## config.mk

```make
export PLATFORM = sky130hd
export DESIGN_NAME = hazard_ctrl
export DESIGN_NICKNAME = d
export VERILOG_FILES = /design/src/rtl/hazard_ctrl.sv
export SDC_FILE = /design/constraint.sdc
export NUM_CORES = 1
export LEC_CHECK = 0
export BUFFER_PORTS_ARGS = -buffer_cell sky130_fd_sc_hd__buf_2
export CORE_UTILIZATION = 40
export DETAILED_ROUTE_END_ITERATION = 16
export HOLD_SLACK_MARGIN = 0.08
export PLACE_DENSITY = 0.66
export SETUP_SLACK_MARGIN = 0.02
export SYNTH_ARGS = -nofsm -noshare
export SYNTH_HDL_FRONTEND = slang
export SYNTH_SLANG_ARGS = --single-unit
```

## constraint.sdc

```tcl
create_clock -name clk -period 5.6 [get_ports clk]
set_input_delay 0.56 -clock clk [delete_from_list [all_inputs] [get_ports clk]]
set_output_delay 0.56 -clock clk [all_outputs]
set_load 0.005 [all_outputs]
```

## src/rtl/hazard_ctrl.sv

```systemverilog
// ---------------------------------------------------------------------------
// hazard_ctrl
//
// Pipeline hazard and stall controller for the 5-stage RV32IF core
// (F/D/E/M/W). It compares the instruction sitting in D against the
// instruction in E. From that comparison it drives the PC enable and the
// pipeline-register enables and flushes, covering four cases:
//   - memory freezes (instruction or data memory not ready)
//   - branch / jump redirects resolved in E
//   - load-use bubbles (one bubble behind a load whose result D needs)
//   - CSR serialization (drain the pipe ahead of a SYSTEM instruction)
// It also keeps two free-running performance counters.
//
// Parameters:
//   CSR_DRAIN  bubble cycles inserted ahead of a CSR instruction (1..15)
//   CNT_W      width of the performance counters
//
// Ports:
//   clk            clock
//   rst_n          asynchronous reset, active-low
//   D_instruction  instruction in the D stage
//   D_valid        D stage holds a real instruction
//   E_valid        E stage holds a real instruction
//   E_is_load      E instruction is LW/LB/LH/LBU/LHU/FLW
//   E_rd_fp        E destination is in the FP register file
//   E_rd           E destination register index
//   E_redirect     E resolved a taken branch, JAL or JALR
//   I_mem_wait     instruction memory not ready
//   M_mem_wait     data memory not ready
//   pc_en          PC update enable
//   FD_en          F/D register enable
//   FD_flush       F/D register clear
//   DE_en          D/E register enable
//   DE_flush       D/E register clear (inserts a bubble)
//   EM_en          E/M register enable
//   MW_en          M/W register enable
//   stall_cnt      number of cycles with pc_en low
//   flush_cnt      number of accepted redirects
// ---------------------------------------------------------------------------
module hazard_ctrl #(
    parameter int CSR_DRAIN = 3,
    parameter int CNT_W     = 32
) (
    input  logic             clk,
    input  logic             rst_n,
    input  logic [31:0]      D_instruction,
    input  logic             D_valid,
    input  logic             E_valid,
    input  logic             E_is_load,
    input  logic             E_rd_fp,
    input  logic [4:0]       E_rd,
    input  logic             E_redirect,
    input  logic             I_mem_wait,
    input  logic             M_mem_wait,
    output logic             pc_en,
    output logic             FD_en,
    output logic             FD_flush,
    output logic             DE_en,
    output logic             DE_flush,
    output logic             EM_en,
    output logic             MW_en,
    output logic [CNT_W-1:0] stall_cnt,
    output logic [CNT_W-1:0] flush_cnt
);

    // Opcodes that matter for source-operand decode
    localparam logic [6:0] OP_LOAD   = 7'b0000011;
    localparam logic [6:0] OP_IMM    = 7'b0010011;
    localparam logic [6:0] OP_JALR   = 7'b1100111;
    localparam logic [6:0] OP_STORE  = 7'b0100011;
    localparam logic [6:0] OP_BRANCH = 7'b1100011;
    localparam logic [6:0] OP_REG    = 7'b0110011;
    localparam logic [6:0] OP_FLW    = 7'b0000111;
    localparam logic [6:0] OP_FSW    = 7'b0100111;
    localparam logic [6:0] OP_SYSTEM = 7'b1110011;
    localparam logic [6:0] OP_FP     = 7'b1010011;

    // The CSR instruction itself consumes the first bubble cycle, so the
    // counter is loaded with one less than the total bubble count.
    localparam logic [3:0]       DRAIN_LOAD = 4'(CSR_DRAIN - 1);
    localparam logic [CNT_W-1:0] CNT_ONE    = {{(CNT_W-1){1'b0}}, 1'b1};

    typedef enum logic [1:0] {
        RUN   = 2'b00,
        DRAIN = 2'b01,
        ISSUE = 2'b10
    } state_t;

    state_t      state;
    state_t      state_next;
    logic [3:0]  drain_cnt;
    logic [3:0]  drain_next;

    logic [6:0]  opcode;
    logic [4:0]  rs1;
    logic [4:0]  rs2;
    logic        funct3_msb;

    logic        rs1_int_used;
    logic        rs2_int_used;
    logic        rs1_fp_used;
    logic        rs2_fp_used;

    logic        int_match;
    logic        fp_match;
    logic        lu;
    logic        freeze;
    logic        csr_start;

    // Only the opcode, source fields and funct3[2] are needed here.
    logic        unused_fields;

    assign opcode        = D_instruction[6:0];
    assign rs1           = D_instruction[19:15];
    assign rs2           = D_instruction[24:20];
    assign funct3_msb    = D_instruction[14];
    assign unused_fields = ^{D_instruction[31:25], D_instruction[13:12],
                             D_instruction[11:7]};

    // Work out which register-file sources the D instruction actually
    // reads. SYSTEM only reads rs1 for the register forms of CSRRW/S/C.
    // The immediate forms (funct3[2]=1) carry a zimm in that field
    // instead of a register index.
    always_comb begin
        rs1_int_used = 1'b0;
        rs2_int_used = 1'b0;
        rs1_fp_used  = 1'b0;
        rs2_fp_used  = 1'b0;
        case (opcode)
            OP_LOAD, OP_IMM, OP_JALR, OP_FLW: begin
                rs1_int_used = 1'b1;
            end
            OP_STORE, OP_BRANCH, OP_REG: begin
                rs1_int_used = 1'b1;
                rs2_int_used = 1'b1;
            end
            OP_FSW: begin
                rs1_int_used = 1'b1;
                rs2_fp_used  = 1'b1;
            end
            OP_SYSTEM: begin
                rs1_int_used = ~funct3_msb;
            end
            OP_FP: begin
                rs1_fp_used = 1'b1;
                rs2_fp_used = 1'b1;
            end
            default: begin
            end
        endcase
    end

    // Load-use detection. x0 never carries a loaded value, so an integer
    // match on index 0 is harmless. f0 is an ordinary FP register, so an
    // FP match on index 0 still counts.
    assign int_match = ~E_rd_fp && (E_rd != 5'd0) &&
                       ((rs1_int_used && (rs1 == E_rd)) ||
                        (rs2_int_used && (rs2 == E_rd)));
    assign fp_match  = E_rd_fp &&
                       ((rs1_fp_used && (rs1 == E_rd)) ||
                        (rs2_fp_used && (rs2 == E_rd)));
    assign lu        = D_valid && E_valid && E_is_load && (int_match || fp_match);

    assign freeze    = I_mem_wait || M_mem_wait;
    assign csr_start = D_valid && (opcode == OP_SYSTEM);

    // State register and drain counter. A reset at any point drops
    // an in-progress drain.
    always_ff @(posedge clk or negedge rst_n) begin
        if (!rst_n) begin
            state     <= RUN;
            drain_cnt <= 4'd0;
        end else begin
            state     <= state_next;
            drain_cnt <= drain_next;
        end
    end

    // Next-state logic. A freeze holds everything. A redirect always
    // returns to RUN because the CSR (if any) is being flushed. The drain
    // leaves for ISSUE on the non-frozen cycle that takes the counter
    // to zero. With CSR_DRAIN=1 the single bubble is the entry cycle, so
    // RUN goes straight to ISSUE.
    always_comb begin
        state_next = state;
        drain_next = drain_cnt;
        if (freeze) begin
            state_next = state;
            drain_next = drain_cnt;
        end else if (E_redirect) begin
            state_next = RUN;
            drain_next = 4'd0;
        end else begin
            case (state)
                RUN: begin
                    if (!lu && csr_start) begin
                        drain_next = DRAIN_LOAD;
                        state_next = (DRAIN_LOAD == 4'd0) ? ISSUE : DRAIN;
                    end
                end
                DRAIN: begin
                    if (drain_cnt <= 4'd1) begin
                        drain_next = 4'd0;
                        state_next = ISSUE;
                    end else begin
                        drain_next = drain_cnt - 4'd1;
                    end
                end
                ISSUE: begin
                    state_next = RUN;
                end
                default: begin
                    state_next = RUN;
                    drain_next = 4'd0;
                end
            endcase
        end
    end

    // Output decode, highest priority first: freeze, redirect, then the
    // state-dependent stall. The bubble pattern (hold PC and F/D, clear
    // D/E, let E/M and M/W drain) serves both load-use and CSR drain.
    // ISSUE lets the CSR move into E with no hazard checks.
    always_comb begin
        pc_en    = 1'b1;
        FD_en    = 1'b1;
        FD_flush = 1'b0;
        DE_en    = 1'b1;
        DE_flush = 1'b0;
        EM_en    = 1'b1;
        MW_en    = 1'b1;
        if (freeze) begin
            pc_en    = 1'b0;
            FD_en    = 1'b0;
            FD_flush = 1'b0;
            DE_en    = 1'b0;
            DE_flush = 1'b0;
            EM_en    = 1'b0;
            MW_en    = 1'b0;
        end else if (E_redirect) begin
            FD_flush = 1'b1;
            DE_flush = 1'b1;
        end else begin
            case (state)
                RUN: begin
                    if (lu || csr_start) begin
                        pc_en    = 1'b0;
                        FD_en    = 1'b0;
                        DE_flush = 1'b1;
                    end
                end
                DRAIN: begin
                    pc_en    = 1'b0;
                    FD_en    = 1'b0;
                    DE_flush = 1'b1;
                end
                default: begin
                end
            endcase
        end
    end

    // Performance counters. Frozen cycles count as stalls because the PC
    // is held. A redirect only counts once the pipe actually moves.
    always_ff @(posedge clk or negedge rst_n) begin
        if (!rst_n) begin
            stall_cnt <= '0;
            flush_cnt <= '0;
        end else begin
            if (!pc_en) begin
                stall_cnt <= stall_cnt + CNT_ONE;
            end
            if (!freeze && E_redirect) begin
                flush_cnt <= flush_cnt + CNT_ONE;
            end
        end
    end

endmodule

```

* Word level (Yosys, flattened, before mapping)
Cells that the tools add are included.
Storage, ports and cells: logic and storage cells 78, flip-flop bits (word level) 70
Cells by class: $add $sub $neg 3, $lt $le $gt $ge 1, eq/ne operators 17, mux-type cells 23, reductions and logical operators 27, bitwise logic cells 3
Operators by type and width (count):
- adder 32 x 1 -> 32 bit, second input constant | 2
- equality test 7 bit, second input constant | 4
- equality test 7 x 6 -> 1 bit, second input constant | 3
- logical AND 1 bit | 13
- two-way mux 1 bit | 12
- two-way mux 4 bit | 3
- case mux 4 bit (3 select lines) | 1
- equality test 5 bit | 2
- OR reduction 8 bit | 1
- equality test 7 x 2 -> 1 bit, second input constant | 1
- equality test 7 x 3 -> 1 bit, second input constant | 1
- equality test 7 x 5 -> 1 bit, second input constant | 1
- two-way mux 2 bit | 3
- inequality test 3 bit, second input constant | 2
- case mux 1 bit (2 select lines) | 3
- AND reduction 3 bit | 2
- logical OR 1 bit | 5
- nonzero test 5 bit | 1
- less-or-equal comparator 4 x 1 -> 1 bit, second input constant | 1
- case mux 2 bit (2 select lines) | 1
- subtractor 4 x 1 -> 4 bit, second input constant | 1
- inverter 1 bit | 3
- OR reduction 3 bit | 1
- equality test 2 x 1 -> 1 bit, second input constant | 1
- other kinds (5) | 6

* Logic depth before layout (Yosys ltp)
Gate-level depths: netlist (run 1).
depth after elaboration 13, mapped depth 11, depth with buffers taken out 8

* Worst setup path before layout (run 1)
Ideal clock, no wire load.
path kind input to output, from input M_mem_wait, to output pc_en, data arrival time 1.956 ns, setup slack 3.084 ns, buffers on the path 3, cell stages on the path 7, path through or2_2 -> buf_2 -> or3_1 -> o22a_1 -> inv_1 -> buf_2 -> buf_4
Between the ends: cells in the longest elaborated chain, start to end 2
Ends and longest elaborated chain:
- start: declaration | line 54 | input logic M_mem_wait,
- logical OR 1 bit | line 164 | assign freeze = I_mem_wait || M_mem_wait;
- two-way mux 1 bit
- end: declaration | line 55 | output logic pc_en,
No other way between the ends.

* Final worst setup path (run 1)
from input E_rd[4], to output FD_en
Between the ends: cells in the longest elaborated chain, start to end 11, elaborated cells between the ends (all ways) 19, classes of those cells 2 x eq/ne; 4 x mux; 13 x reduce/logical
Ends and longest elaborated chain:
- start: declaration | line 51 | input logic [4:0] E_rd,
- equality test 5 bit, on equally long branches
- logical AND 1 bit, on equally long branches
- logical OR 1 bit, on equally long branches | line 157, 160
- logical AND 1 bit, on equally long branches | line 156, 159
- logical OR 1 bit * | line 162 | assign lu = D_valid && E_valid && E_is_load && (int_match || fp_match);
- logical AND 1 bit * | line 162
- logical OR 1 bit * | line 246 | if (lu || csr_start) begin
- two-way mux 1 bit * | line 246
- case mux 1 bit (2 select lines) * | line 244 | case (state)
- two-way mux 1 bit * | line 240 | end else if (E_redirect) begin
- two-way mux 1 bit * | line 232 | if (freeze) begin
- end: declaration | line 56 | output logic FD_en,
Every way passes the cells marked *; elsewhere a longest branch is shown, timed or not.

==> results.yml, run 1 <==
run_status:
  status: "finished clean"
setup_path:
  worstSetupEndpoint: "FD_en"
  r2r-start: "state[0]"
  worstPathArrival_ns: 2.73
  crit_start: "E_rd[4]"
  rrSetupSlack_ns: 3.30
  rr_worst_depth: 4
  reg2reg_to: "stall_cnt[12]"
  worstPathRequired_ns: 5.04
  cp_max_fo: 13
  cp-end-kind: "output pin"
  crit_type: "input port to output pin"
  startpoint_type: "input port"
layout:
  nFillCells: 768
  fin_nets: 487
  drive_above_1_share: 0.295
  fin_area_mm2: 0.00427
  num_antenna_cells: 0
  layout-area-overhead-vs-synth_pct: 21.7
  layoutNonFillerInstCount: 546
timing:
  slew_headroom: 0.243
  tightest_slew_ns: 1.14
  hold_slack_ns: 0.419
  period_share: 0.588
  rsz0062_at_grt: "no"
  final-setup-viol-count: 0
  maxSlewViolCount: 0
  skew_ns: 0.00864
  final-hold-violation-count: 0
  fin_crit_ns: 3.29
  finalSetupTns_ns: 0
  max_freq_mhz: 304
drt:
  dr_total_vias: 2770
  drt_iter0_drc: 71
  first_pass_iters: 4
  viasPerCell: 5.07
  final_antenna_net_count: 0
  routedWlPerCell_um: 13.8
  postRouteWirelength_um: 7530
  drc_errors: 0
logic_synthesis:
  synth_seq_cells: 70
  yosysTopAreaCell: "dfrtp_1"
  yosys-top-cells-area: "dfrtp_1 50%, xnor2_1 9.7%, xor2_1 8.2%"
  syn_area_mm2: 0.00351
  yosys_warnings: 0
  synthArstFlopShare: 1.00
  avgSynthCellArea_um2: 10.4
  synth_edf_count: 0
  yosys.cell_types.count: 51
  ys_seq_area_frac: 0.499
  synthMostInstantiatedCell: "dfrtp_1"
  synth_nets: 387
  synth_top_area_frac: 0.499
  synthFlopType: "dfrtp_1"
  synthesis.instances: 337
  synthTopCellsByCount: "70 x dfrtp_1, 39 x xnor2_1, 33 x xor2_1, 31 x nand2_1, 23 x nor2_1"
cts:
  cts_tree: "built"
  post_cts_buffers: 0
  h-tree-depth: 3
  cts-root-buf: "clkbuf_8"
  ctsHoldBuffers: 0
  cts-resized-gates: 0
  numCtsBuffers: 9
  clock_path_buffers: 2
  clock-sinks: 70
  path_clk_slew_ns: 0.07
  clock_latency_ns: 0.34
run:
  drv_cap: 0
floorplan:
  die_w_um: 95.7
  die_h_um: 95.7
  core_area_mm2: 0.00834
  initial_core_util: 0.421
  die_area_mm2: 0.00915
  num_rows: 33
  io_pins: 117
global_routing:
  antenna_found_initial: 0
  overflow: 0
  grt_pass1_wl_um: 12100
  grt_use_total: 0.173
  grt_max_degree: 71
  grt_pass1_vias: 2639
power:
  p_per_area_mw_per_mm2: 289
  p_leak_nw: 2.14
  ir_drop_v: 0.000118
  total_power_mw: 1.23
place:
  io_buffer_count: 102
  place.gp.congestion: 0.723
  dpl.hpwl_um: 5500
  placedCellCount: 531
  place_area_mm2: 0.00408
min_path:
  hold_class: "input port to async pin"
area by class of cell:
type | count | area, um2 | area share
well taps | 105 | 131 | 0.0307
multi-input cells | 245 | 1650 | 0.387
clock inverters | 4 | 47.5 | 0.0111
inverters | 8 | 30.0 | 0.00703
repair buffers | 103 | 518 | 0.121
clock buffers | 11 | 141 | 0.0331
flip-flops and latches | 70 | 1750 | 0.410
sequential cells by signal (all words and copies together), names as in the netlist:
signal / cells
flush_cnt: 32
stall_cnt: 32
drain_cnt: 4
state: 2
stage by stage:
step                      worst slack [ns]  utilization
after floorplan                       3.08            -
after global placement                2.33        0.490
after detailed placement              2.26        0.490
after CTS                             2.26        0.512
after global routing                  2.14        0.512
final                                 2.31        0.512
where the power goes:
| group | total [mW] | switching (mW) | internal (mW) |
|---|---|---|---|
| sequential | 0.620 | 0.0653 | 0.555 |
| combinational | 0.222 | 0.122 | 0.0996 |
| clock | 0.392 | 0.178 | 0.214 |
critical path: stages:
cell and delay [ns]:
buf_2 0.13, xor2_1 0.16, nor4_1 0.35, nand3_1 0.16, o2bb2ai_1 0.31, o22a_1 0.49
inv_1 0.35, buf_2 0.23
metal layers:
layer / part of all wire / wire [um] / vias up / global-route usage
met4: 0.017 / 131 / 0 / 0.0746
met5: 0 / 0 / - / 0
met3: 0.068 / 511 / 12 / 0.0431
met2: 0.45 / 3410 / 96 / 0.284
li1: - / - / 1365 / -
met1: 0.46 / 3480 / 1297 / 0.216
cells by family (layout without fill, tap and decap cells):
kind of cell	Yosys count	in the layout	share of synthesized area
buffers and inverters	22	126	0.0299
adder cells (fa/ha/maj)	4	4	0.0143
flip-flops	70	70	0.499
AO/OA/AOI/OAI	19	19	0.0399
AND/OR/NAND/NOR	147	147	0.228
XOR/XNOR	72	72	0.180
multiplexers	3	3	0.00891
placed cells by master, fill, tap and decap left out, types with 3 or more instances in the layout:
cell | synthesis | final
nor3_1 | 17 | 17
nand4_1 | 19 | 19
inv_1 | 7 | 7
dfrtp_1 | 70 | 70
and3_1 | 13 | 13
and2_1 | 3 | 3
nor2_1 | 23 | 23
and4_1 | 3 | 3
xnor2_1 | 39 | 39
clkbuf_8 | 0 | 10
nand2_1 | 31 | 31
buf_2 | 5 | 102
o211ai_1 | 3 | 3
xor2_1 | 33 | 33
nand3_1 | 20 | 20
ha_1 | 4 | 4
a21oi_1 | 4 | 4
how the worst min path moves through the flow:
| stage | cells past startpoint | end | startpoint |
|---|---|---|---|
| after floorplan | 0 | drain_cnt[0] | rst_n |
| after global placement | 1 | stall_cnt[31] | stall_cnt[31] |
| final | 2 | flush_cnt[7] | rst_n |
| after global routing | 2 | flush_cnt[7] | rst_n |
| after detailed placement | 1 | flush_cnt[31] | flush_cnt[31] |
| after CTS | 2 | flush_cnt[13] | rst_n |
No activity file was read; power rests on OpenSTA's default activity.
==> run 2, diff against run 1 <==
- clock period: 5.6 -> 3.4 ns (I/O delays scaled with it)
==> results.yml, run 2 (synthesis gave the netlist of run 1 again) <==
run_status:
  status: "finished clean"
setup_path:
  startpoint_type: "input port"
  crit_buf_inv: 4
  cp-end-kind: "output pin"
  cp_common_cell: "buf_2"
  critical_path.top_delay_family: "buffers and inverters"
  slowest_delay_ns: 0.31
  worstPathArrival_ns: 2.20
  crit_type: "input port to output pin"
  crit_chain: "buf_2, xor2_1, nor4_1, nand3_1, o2bb2ai_1, o22a_1, buf_4, inv_1, buf_2"
  cp_max_fo: 13
  worstPathRequired_ns: 3.06
  cp_slowest_cell: "o2bb2ai_1"
cts:
  ctsHoldBuffers: 1
  cts_tree: "built"
  clock-sinks: 70
  clock_path_buffers: 2
  path_clk_slew_ns: 0.07
  cts-resized-gates: 0
  numCtsBuffers: 9
  clock_latency_ns: 0.34
  post_cts_buffers: 0
  cts-root-buf: "clkbuf_8"
  h-tree-depth: 3
power:
  intPower_mw: 1.59
  total_power_mw: 2.22
  p_leak_nw: 2.18
  seq_power_share: 0.461
  p_comb_frac: 0.169
  ir_drop_v: 0.000210
  swShare: 0.283
  p_clk_frac: 0.370
  p_sw_uw: 627
  p_per_area_mw_per_mm2: 509
place:
  place_area_mm2: 0.00410
  place.gp.congestion: 0.730
  io_buffer_count: 102
  dpl.hpwl_um: 5530
global_routing:
  grt_pass1_wl_um: 12000
  grt_pass1_vias: 2621
  grt_use_total: 0.172
  overflow: 0
  antenna_found_initial: 0
  grt_max_degree: 35
timing:
  rsz0062_at_grt: "no"
  fin_crit_ns: 2.54
  slew_headroom: 0.248
  max_freq_mhz: 394
  finalSetupTns_ns: 0
  skew_ns: 0.00943
  final-hold-violation-count: 0
  final-setup-viol-count: 0
  period_share: 0.747
  tightest_slew_ns: 1.13
  maxSlewViolCount: 0
layout:
  final_common_cell: "buf_2"
  num_antenna_cells: 0
  drive_above_1_share: 0.299
  top_regs: "flush_cnt x32, stall_cnt x32, drain_cnt x4"
  layout-area-overhead-vs-synth_pct: 24.1
  fin_nets: 490
  fin_area_mm2: 0.00436
  layout_common_cells: "102 x buf_2, 70 x dfrtp_1, 39 x xnor2_1"
floorplan:
  die_area_mm2: 0.00915
  die_h_um: 95.7
  die_w_um: 95.7
  core_area_mm2: 0.00834
  io_pins: 117
  initial_core_util: 0.421
  num_rows: 33
drt:
  drt_iter0_drc: 67
  final_antenna_net_count: 0
  viasPerCell: 5.14
  postRouteWirelength_um: 7560
  routedWlPerCell_um: 13.8
  dr_total_vias: 2829
  drc_errors: 0
  first_pass_iters: 4
min_path:
  hold_class: "input port to flip-flop"
run:
  drv_cap: 0
## run 2: through the flow
| step | setup slack [ns] | utilization | hold WS (ns) | cells |
|---|---|---|---|---|
| after floorplan | 1.30 | - | 0.0444 | 337 |
| after global routing | 0.770 | 0.522 | 0.365 | 550 |
| after global placement | 0.818 | 0.491 | 0.438 | 533 |
| final | 0.860 | 0.522 | 0.347 | 550 |
| after detailed placement | 0.803 | 0.491 | 0.443 | 533 |
| after CTS | 0.858 | 0.522 | 0.334 | 550 |
## run 2: area by class of cell
type	count	area, um2
fillers	788	3980
flip-flops and latches	70	1750
multi-input cells	245	1650
repair buffers	106	543
clock buffers	11	141
well taps	105	131
clock inverters	5	106
inverters	8	30.0
## run 2: path summary, 6_finish.rpt
| check | startpoint | end | slack (ns) | cells past startpoint |
|---|---|---|---|---|
| min in group asynchronous | rst_n | flush_cnt[12] | 0.59 | 2 |
| max reg2reg | stall_cnt[2] | stall_cnt[31] | 1.13 | 7 |
| min | E_redirect | state[1] | 0.35 | 3 |
| max | E_rd[4] | FD_en | 0.86 | 9 |
| max in group asynchronous | rst_n | stall_cnt[1] | 2.06 | 3 |
| min reg2reg | flush_cnt[31] | flush_cnt[31] | 0.46 | 1 |
## run 2: routing by layer
layer  part of all wire  track usage
met4              0.024       0.0933
met5                  0            0
met3              0.064       0.0367
met1               0.47        0.220
met2               0.45        0.270
## run 2: worst min-delay path: cells and delay by family
kind            cells  cell delay [ns]
buf+inv             1             0.12
simple gates        1             0.12
compound gates      1             0.06
## run 2: power groups by stage
stage	clock network (mW)	logic, mW	registers [mW]
finish	0.821	0.374	1.02
global placement	0	0.369	1.03
floorplan	0	0.194	1.03
CTS	0.846	0.383	1.02
detailed placement	0	0.381	1.04
global route	0.879	0.419	1.04
==> run 3, diff against run 2 <==
- PLACE_DENSITY: 0.66 -> 0.68
- clock period: 3.4 -> 2.3 ns (I/O delays scaled with it)
==> results.yml, run 3 (synthesis gave the netlist of run 1 again) <==
timing:
  fin_crit_ns: 2.15
  rsz0062_at_grt: "no"
  finalSetupTns_ns: 0
  tightest_slew_ns: 0.533
  final-setup-viol-count: 0
  final-hold-violation-count: 0
  period_share: 0.935
  timing.final.ws_setup_ns: 0.149
  hold_slack_ns: 0.220
  slew_headroom: 0.644
  maxSlewViolCount: 0
  max_freq_mhz: 465
  skew_ns: 0.0114
setup_path:
  slowest_delay_ns: 0.59
  reg2reg_to: "stall_cnt[23]"
  cp_max_fo: 7
  rr_worst_depth: 7
  crit_type: "flip-flop to flip-flop"
  startpoint_type: "flip-flop"
  crit_chain: "nand4_4, or4_1, buf_4, and2b_2, nand3_1, nor3_1, xor2_1"
  rrSetupSlack_ns: 0.15
  worstPathRequired_ns: 2.58
  crit_start: "stall_cnt[4]"
  cp-end-kind: "flip-flop"
  worstPathArrival_ns: 2.44
  r2r-start: "stall_cnt[4]"
  worstSetupEndpoint: "stall_cnt[23]"
  cp_slowest_cell: "or4_1"
drt:
  routedWlPerCell_um: 13.7
  postRouteWirelength_um: 7680
  dr_total_vias: 2905
  viasPerCell: 5.17
  final_antenna_net_count: 0
  drc_errors: 0
  first_pass_iters: 4
  drt_iter0_drc: 67
power:
  ir_drop_v: 0.000356
  p_leak_nw: 2.24
  p_per_area_mw_per_mm2: 745
cts:
  h-tree-depth: 3
  path_clk_slew_ns: 0.08
  cts_tree: "built"
  clock-sinks: 70
  clock_latency_ns: 0.36
  cts-root-buf: "clkbuf_8"
  clock_path_buffers: 2
  numCtsBuffers: 9
global_routing:
  antenna_found_initial: 0
  grt_max_degree: 71
  overflow: 0
  grt_use_total: 0.176
  grt_pass1_wl_um: 12400
  grt_pass1_vias: 2716
floorplan:
  die_area_mm2: 0.00915
  die_w_um: 95.7
  die_h_um: 95.7
  initial_core_util: 0.421
  io_pins: 117
  core_area_mm2: 0.00834
  num_rows: 33
place:
  placedCellCount: 540
  place.gp.congestion: 0.769
  pre_cts_slack_ns: 0.0729
  io_buffer_count: 102
  dpl.hpwl_um: 5550
layout:
  layout-area-overhead-vs-synth_pct: 27.2
  top_regs: "flush_cnt x32, stall_cnt x32, drain_cnt x4"
  layoutNonFillerInstCount: 562
  final_common_cell: "buf_2"
  fin_util: 0.535
  fin_nets: 502
  num_antenna_cells: 0
  drive_above_1_share: 0.322
  layout_common_cells: "102 x buf_2, 69 x dfrtp_1, 39 x xnor2_1"
run_status:
  status: "finished clean"
run:
  drv_cap: 0
min_path:
  hold_class: "input port to flip-flop"
[run 3: changes by cell type in the layout (fill, tap and decap cells not counted)]
cell,delta
clkinvlp_4,+1
buf_12,+1
dfrtp_1,-1
buf_4,+11
inv_1,-1
dfrtp_2,+1
[run 3: layer usage]
layer	track usage	up-vias	share of wire
met4	0.0784	0	0.013
met2	0.292	88	0.47
met1	0.220	1419	0.46
met5	0	-	0
met3	0.0399	9	0.064
li1	-	1389	-
[run 3: worst min-delay path by stage]
stage | from | end | cells after the start
after floorplan | rst_n | drain_cnt[0] | 0
after global placement | rst_n | flush_cnt[12] | 2
after detailed placement | rst_n | flush_cnt[11] | 2
after CTS | E_redirect | state[1] | 3
after global routing | E_redirect | state[1] | 3
final | E_redirect | state[1] | 3
[run 3: timing repair]
action | CTS | global route
gates resized for setup | 0 | 2
hold endpoints to repair | 70 | 0
setup endpoints to repair | 0 | 4
buffers inserted | 0 | 5
hold buffers | 1 | 0
[run 3: worst max-delay path: cells and delay by family, from the launching register on]
kind	cells	cell delay [ns]
XOR/XNOR	1	0.17
buffers and inverters	1	0.18
flip-flops	1	0.46
AND/OR/NAND/NOR	5	1.29
[run 3: power breakdown]
part | leakage, nW | total, mW | internal, mW | switching, mW
registers | 0.930 | 1.51 | 1.35 | 0.156
logic | 1.19 | 0.594 | 0.277 | 0.318
clock network | 0.120 | 1.22 | 0.752 | 0.468
total | 2.24 | 3.32 | 2.38 | 0.942
[run 3: area by class of cell]
class,count,area [um2]
clock buffer,11,141
clock inverter,5,106
fill,783,3880
inverter,8,33.8
multi-input combinational,245,1650
sequential,70,1750
tap,105,131
timing repair buffer,118,646
[run 3: stage by stage]
step                cell area (um2)  total power, mW
floorplan                      3510             1.81
global placement               4160             2.10
detailed placement             4160             2.12
CTS                            4420             3.35
global route                   4460             3.49
finish                         4460             3.32
